## config.mk

```make
export PLATFORM = sky130hd
export DESIGN_NAME = spn_cu_host
export DESIGN_NICKNAME = d
export VERILOG_FILES = /design/src/rtl/spn_cu_host.sv
export SDC_FILE = /design/constraint.sdc
export NUM_CORES = 1
export LEC_CHECK = 0
export BUFFER_PORTS_ARGS = -buffer_cell sky130_fd_sc_hd__buf_4
export CAP_MARGIN = 15
export CORE_MARGIN = 10
export CORE_UTILIZATION = 42
export DETAILED_ROUTE_END_ITERATION = 6
export PLACE_DENSITY = 0.8
export SYNTH_ARGS = -nofsm -noshare
export SYNTH_HDL_FRONTEND = slang
export SYNTH_SLANG_ARGS = --single-unit
```

## constraint.sdc

```tcl
create_clock -name clk -period 1.7 [get_ports clk]
set_input_delay 0.085 -clock clk [delete_from_list [all_inputs] [get_ports clk]]
set_output_delay 0.085 -clock clk [all_outputs]
set_load 0.02 [all_outputs]
```

## src/rtl/spn_cu_host.sv

```systemverilog
// Host-side sequencer for spn_cu_top: holds the key, issues one encrypt or
// decrypt command at a time, waits a fixed LATENCY, and returns the captured
// result over a valid/ready response channel.

package spn_cu_pkg;
  typedef enum logic [1:0] {
    no_op   = 2'd0,
    encrypt = 2'd1,
    decrypt = 2'd2
  } opcode_t;

  typedef enum logic [1:0] {
    not_valid             = 2'd0,
    successful_encryption = 2'd1,
    successful_decryption = 2'd2,
    undefined_result      = 2'd3
  } valid_t;
endpackage

module spn_cu_host
  import spn_cu_pkg::*;
#(
  parameter int unsigned LATENCY = 2
) (
  input  logic          clk,
  input  logic          rst,
  input  logic          key_wr,
  input  logic [31:0]   key_in,
  input  logic          req_valid,
  output logic          req_ready,
  input  logic          req_op,
  input  logic [15:0]   req_data,
  output logic          rsp_valid,
  input  logic          rsp_ready,
  output logic [15:0]   rsp_data,
  output logic          rsp_err,
  output opcode_t       cu_opcode,
  output logic [15:0]   cu_data_in,
  output logic [31:0]   cu_key,
  input  valid_t        cu_valid,
  input  logic [15:0]   cu_data_out
);

  typedef enum logic [1:0] {
    IDLE = 2'd0,
    WAIT = 2'd1,
    RESP = 2'd2
  } state_t;

  // Counter value seen on the edge that completes the wait (edge k+LATENCY).
  localparam logic [3:0] LAST_CNT = 4'(LATENCY - 1);

  state_t      state_q, state_d;
  logic        key_loaded_q, key_loaded_d;
  logic [31:0] key_q, key_d;
  opcode_t     opcode_q, opcode_d;
  logic [15:0] data_in_q, data_in_d;
  logic        rsp_valid_q, rsp_valid_d;
  logic [15:0] rsp_data_q, rsp_data_d;
  logic        rsp_err_q, rsp_err_d;
  logic [3:0]  cnt_q, cnt_d;
  valid_t      expected_code;

  // A key write in IDLE takes priority over a request on the same edge.
  assign req_ready  = (state_q == IDLE) && key_loaded_q && !key_wr;
  assign rsp_valid  = rsp_valid_q;
  assign rsp_data   = rsp_data_q;
  assign rsp_err    = rsp_err_q;
  assign cu_opcode  = opcode_q;
  assign cu_data_in = data_in_q;
  assign cu_key     = key_q;

  // The opcode is held through WAIT, so it tells us which success code to expect.
  assign expected_code = (opcode_q == decrypt) ? successful_decryption
                                               : successful_encryption;

  // State register; reset aborts any operation in flight.
  always_ff @(posedge clk or negedge rst) begin
    if (!rst) begin
      state_q      <= IDLE;
      key_loaded_q <= 1'b0;
      key_q        <= '0;
      opcode_q     <= no_op;
      data_in_q    <= '0;
      rsp_valid_q  <= 1'b0;
      rsp_data_q   <= '0;
      rsp_err_q    <= 1'b0;
      cnt_q        <= '0;
    end else begin
      state_q      <= state_d;
      key_loaded_q <= key_loaded_d;
      key_q        <= key_d;
      opcode_q     <= opcode_d;
      data_in_q    <= data_in_d;
      rsp_valid_q  <= rsp_valid_d;
      rsp_data_q   <= rsp_data_d;
      rsp_err_q    <= rsp_err_d;
      cnt_q        <= cnt_d;
    end
  end

  // Next-state logic: accept in IDLE, count in WAIT, hand off in RESP.
  always_comb begin
    state_d      = state_q;
    key_loaded_d = key_loaded_q;
    key_d        = key_q;
    opcode_d     = opcode_q;
    data_in_d    = data_in_q;
    rsp_valid_d  = rsp_valid_q;
    rsp_data_d   = rsp_data_q;
    rsp_err_d    = rsp_err_q;
    cnt_d        = cnt_q;

    case (state_q)
      IDLE: begin
        if (key_wr) begin
          key_d        = key_in;
          key_loaded_d = 1'b1;
        end else if (req_valid && req_ready) begin
          opcode_d  = req_op ? decrypt : encrypt;
          data_in_d = req_data;
          cnt_d     = '0;
          state_d   = WAIT;
        end
      end
      WAIT: begin
        cnt_d = cnt_q + 4'd1;
        if (cnt_q == LAST_CNT) begin
          rsp_data_d  = cu_data_out;
          rsp_err_d   = (cu_valid != expected_code);
          opcode_d    = no_op;
          rsp_valid_d = 1'b1;
          state_d     = RESP;
        end
      end
      RESP: begin
        if (rsp_ready) begin
          rsp_valid_d = 1'b0;
          state_d     = IDLE;
        end
      end
      default: begin
        state_d  = IDLE;
        opcode_d = no_op;
      end
    endcase
  end

endmodule

```

### After elaboration in Yosys (flattened, before gate mapping)

Index checks and enable logic that the tools add are counted.

| word-level totals | value |
|---|---|
| bits in registers | 75 |
| output and inout port bits | 69 |
| word-level logic and storage cells | 52 |

| operators by class | value |
|---|---|
| add/sub/neg operators | 1 |
| equal/unequal tests | 9 |
| mux-type cells | 17 |
| bitwise logic cells | 2 |
| reductions and logical operators | 14 |

Operators by type and width:

| cell | number |
|---|---|
| 2-bit 2-to-1 mux | 9 |
| 2-bit case mux with 3 select lines | 2 |
| 3-bit AND reduction | 3 |
| 4-bit 2-to-1 mux | 2 |
| 4-bit case mux with 2 select lines | 1 |
| 4-bit AND reduction | 2 |
| 2-bit != test (second input constant) | 3 |
| 4-bit by 1-bit adder with 4-bit output (second input constant) | 1 |
| 2-bit == test (second input constant) | 2 |
| 4-bit by 1-bit == test with 1-bit output (second input constant) | 1 |
| 2-bit AND reduction | 2 |
| 2-bit nonzero test | 2 |
| 1-bit logical AND | 3 |
| 2-bit by 1-bit == test with 1-bit output (second input constant) | 1 |
| 2-bit zero test | 1 |
| 1-bit 2-to-1 mux | 2 |
| 2-bit by 1-bit != test with 1-bit output (second input constant) | 1 |
| 2-bit != test | 1 |
| 1-bit NOT | 2 |
| 1-bit case mux with 2 select lines | 1 |
| 1-bit zero test | 1 |

### Depth between registers and ports, before layout

| depth | value |
|---|---|
| word-level depth | 7 |
| mapped depth | 7 |
| depth with buffers taken out | 5 |

### Least setup slack after synthesis

Ideal clock, no wire load.

| timing | value |
|---|---|
| path type | register -> register |
| start point | register state_q[0] |
| end point | register data_in_q[0] (netlist: cu_data_in[0]) |
| setup time | 0.125 ns |
| data arrival time | 1.622 ns |
| required time | 1.575 ns |
| slack | -0.047 ns |
| stages on the path, launching flop included | 6 |
| path buffers | 2 |
| period minus slack after synthesis | 1.747 ns |
| cell sequence | dfrtp_1 -> buf_6 -> nor4b_4 -> and2_4 -> buf_12 -> mux2_4 |

| between the ends | value |
|---|---|
| cells in the longest elaborated chain, start to end | 5 |

RTL lines:

| what | RTL line | RTL |
|---|---|---|
| start: declaration | 53 | `state_t state_q, state_d;` |
| start signal: assignment | 90 | `state_q <= state_d;` |
| 2-bit zero test | 65 | `assign req_ready = (state_q == IDLE) && key_loaded_q && !key_wr;` |
| 1-bit logical AND (2 in a row) | 65 |  |
| net req_ready | 30 | `output logic req_ready,` |
| 1-bit logical AND | 119 | `end else if (req_valid && req_ready) begin` |
| 3-bit AND reduction (no line) | n/a |  |
| end signal: assignment | 94 | `data_in_q <= data_in_d;` |
| end: declaration | 57 | `logic [15:0] data_in_q, data_in_d;` |

The timed path passes the listed nets, and every way through them passes these cells.
A chain may end at the register's enable or synchronous reset.

### Final worst setup path

| timing | value |
|---|---|
| start point | register state_q[1] |
| end point | register data_in_q[1] (netlist: cu_data_in[1]) |

| between the ends | value |
|---|---|
| cells in the longest elaborated chain, start to end | 5 |

RTL lines:

| what | RTL line |
|---|---|
| 2-bit zero test * | 65, 114 |
| 1-bit logical AND (2 in a row) | 65 |
| 1-bit logical AND | 119 |
| 3-bit AND reduction (no line) * | n/a |

Mark *: on every way between the ends. The rest lies on a longest branch, timed or not.

==> impl_metrics.py <==
metrics = {
    "detailed_routing": {
        "drt_iter0_markers": 68,
        "routed_via_density": 4.64,
        "met1_length_um": 3550,
        "routed_wl_um": 9020,
        "met3_length_um": 746,
        "drc_errors": 0,
        "top_layer_used": "met4",
        "antenna_left": 0,
        "firstDrtPassIters": 4,
        "wl_per_cell_um": 17.8,
        "wl_met2_um": 4600,
        "vias": 2355,
    },
    "worst_setup_path": {
        "required_ns": 1.91,
        "critPathKind": "flop to flop",
        "cp.arrival_ns": 1.82,
        "crit_fanout": 20,
        "cp-end-kind": "flop",
        "startpoint_type": "flop",
    },
    "clock_network": {
        "numCtsBuffers": 9,
        "clock_sinks": 75,
        "cts_buffer_depth": 2,
        "insertion_delay_ns": 0.33,
        "cts_tree": "yes",
        "cts-root-buf": "clkbuf_8",
        "h-tree-depth": 3,
        "path_clk_slew_ns": 0.07,
    },
    "floorplan": {
        "core_mm2": 0.00691,
        "rows": 30,
        "die_h_um": 105,
        "ios": 141,
        "start_util": 0.441,
        "die_width_um": 105,
        "die_area_mm2": 0.0111,
    },
    "global_route": {
        "grt-ovfl-total": 0,
        "grt_util_all_layers": 0.164,
        "antenna_found_initial": 0,
        "grt_pass1_vias": 2685,
        "grt_pass1_wl_um": 14600,
        "grt_start_max_net_pins": 42,
    },
    "hold_path": {
        "min_path_type": "input pin to flop",
    },
    "power_and_ir_drop": {
        "irDropWorstVdd_mv": 0.931,
        "power.density_mw_per_mm2": 1820,
        "p_leak_uw": 0.00242,
        "finalPower_uw": 9280,
    },
    "finish": {
        "syn2layout_area_growth_pct": 67.2,
        "diodes": 0,
        "fin_area_mm2": 0.00509,
        "finish.utilization": 0.738,
        "layout.nets": 482,
        "layout-drive-gt1-share": 0.573,
        "layout.cells.non_filler": 508,
    },
    "run_status": {
        "outcome": "completed",
    },
    "place": {
        "dp_cells": 426,
        "gp_routability_congestion": 0.733,
        "post_dp_cell_area_mm2": 0.00425,
        "portBuffers": 140,
        "dp_hpwl_um": 6080,
    },
    "timing": {
        "max_freq_mhz": 621,
        "period_minus_slack_ns": 1.61,
        "worst_slew_margin_rel": 0.699,
        "finClkSkew_ns": 0.00719,
        "tightestPinTransition_ns": 0.451,
        "tns_ns": 0,
        "final_max_slew_viol_count": 0,
        "setup_viol": 0,
        "min_period_over_period": 0.947,
        "hold_viol_final": 0,
    },
    "yosys": {
        "syn_avg_cell_area_um2": 16.1,
        "yosys_warnings": 0,
        "synth_top_area_cell": "dfrtp_1",
        "async_reset_ff_frac": 1.00,
        "syn_area_mm2": 0.00305,
        "yosys-top-cells-area": "dfrtp_1 (62%), mux2_2 (17%), mux2_4 (7.9%)",
        "syn_nets": 263,
        "ys.flop_type": "dfrtp_1",
        "yosys.cell_types.count": 32,
        "ys_seq_area_frac": 0.616,
        "synth-edff-count": 0,
        "synth-seq-cells": 75,
        "synth_top_area_frac": 0.616,
        "synth_cells": 189,
    },
    "run": {
        "drv_cap": 0,
    },
}
[cell families (layout without fill, tap and decap cells)]
group                    Yosys count  count (layout)  share of synthesized area
flip-flops                        75              75                      0.616
multiplexers                      65              65                      0.260
AND/OR/NAND/NOR                   19              19                     0.0464
AO/OA/AOI/OAI                     16              16                     0.0341
buffers and inverters             11             234                     0.0324
adder cells (fa/ha/maj)            2               2                    0.00821
XOR/XNOR                           1               1                    0.00288
[power breakdown]
group | switching, µW | internal, µW | leakage (µW)
registers | 562 | 2700 | 0.000882
clock network | 595 | 638 | 0.0000953
logic | 2290 | 2490 | 0.00144
total | 3450 | 5830 | 0.00242
[state kept, by name (all words and copies together) (netlist names)]
name and cells:
cu_data_in 16, state_q 2, cnt_q 4, rsp_valid 1, rsp_err 1, cu_opcode 2, key_loaded_q 1, rsp_data 16
cu_key 32
[timing repair]
action	CTS	global route
endpoints found under the setup margin	0	20
buffers inserted	0	1
endpoints found under the hold margin	100	0
hold buffers	66	0
resized for setup	0	1
[worst max-delay path: stages, from the launching register on]
cell	delay, ns
dfrtp_2	0.46
nor4b_4	0.28
and2_4	0.41
mux2_4	0.34
[path summary, 6_finish.rpt]
path	start	to	slack, ns	depth (start not counted)
min reg2reg	key_loaded_q	key_loaded_q	0.48	1
min	rsp_ready	state_q[1]	0.07	3
min in group asynchronous	rst	cu_data_in[5]	0.24	2
max reg2reg	state_q[1]	cu_data_in[1]	0.09	3
max	state_q[1]	cu_data_in[1]	0.09	3
max in group asynchronous	rst	rsp_data[9]	0.89	3
[cells in the mapped netlist (all sizes together), types with 2 or more instances]
cell	number
buf	8
nand2	4
nor2	2
mux2	65
o21ai	3
nand2b	4
ha	2
inv	2
a21oi	4
o22ai	2
a21boi	2
nor3b	2
dfrtp	75
[cell type report]
| cell class | instances | area (µm²) |
|---|---|---|
| fillers | 477 | 1810 |
| repair buffers | 217 | 1830 |
| clock buffers | 13 | 169 |
| flip-flops and latches | 75 | 1880 |
| inverters | 2 | 7.51 |
| multi-input cells | 103 | 1080 |
| clock inverters | 2 | 10.0 |
| well taps | 96 | 120 |
[layer usage]
| metal | global-route usage | vias up |
|---|---|---|
| met5 | 0 | - |
| met4 | 0.0588 | 0 |
| met3 | 0.0633 | 11 |
| met2 | 0.279 | 94 |
| met1 | 0.181 | 1154 |
| li1 | - | 1096 |
[cell usage in the layout, fill, tap and decap left out, types with 2 or more instances in the layout]
cell	synthesis	layout
buf_4	4	148
clkbuf_8	0	12
o21ai_0	3	3
inv_1	2	2
dlygate4sd3_1	0	66
mux2_4	16	16
ha_1	2	2
nand2_1	4	4
a21boi_0	2	2
nand2b_1	4	4
a21oi_1	4	4
mux2_1	2	2
nor2_1	2	2
dfrtp_1	75	74
buf_12	1	3
mux2_2	47	47
clkinv_2	0	2
o22ai_1	2	2
[stage by stage]
step	hold slack (ns)	setup WS [ns]
2_1_floorplan	-0.211	-0.0353
3_3_place_gp	0.0620	0.0984
3_5_place_dp	0.0653	0.0660
4_1_cts	0.0458	0.0520
5_1_grt	0.0777	-0.00632
6_report	0.0675	0.0899
(Power assumes the default switching activity.)
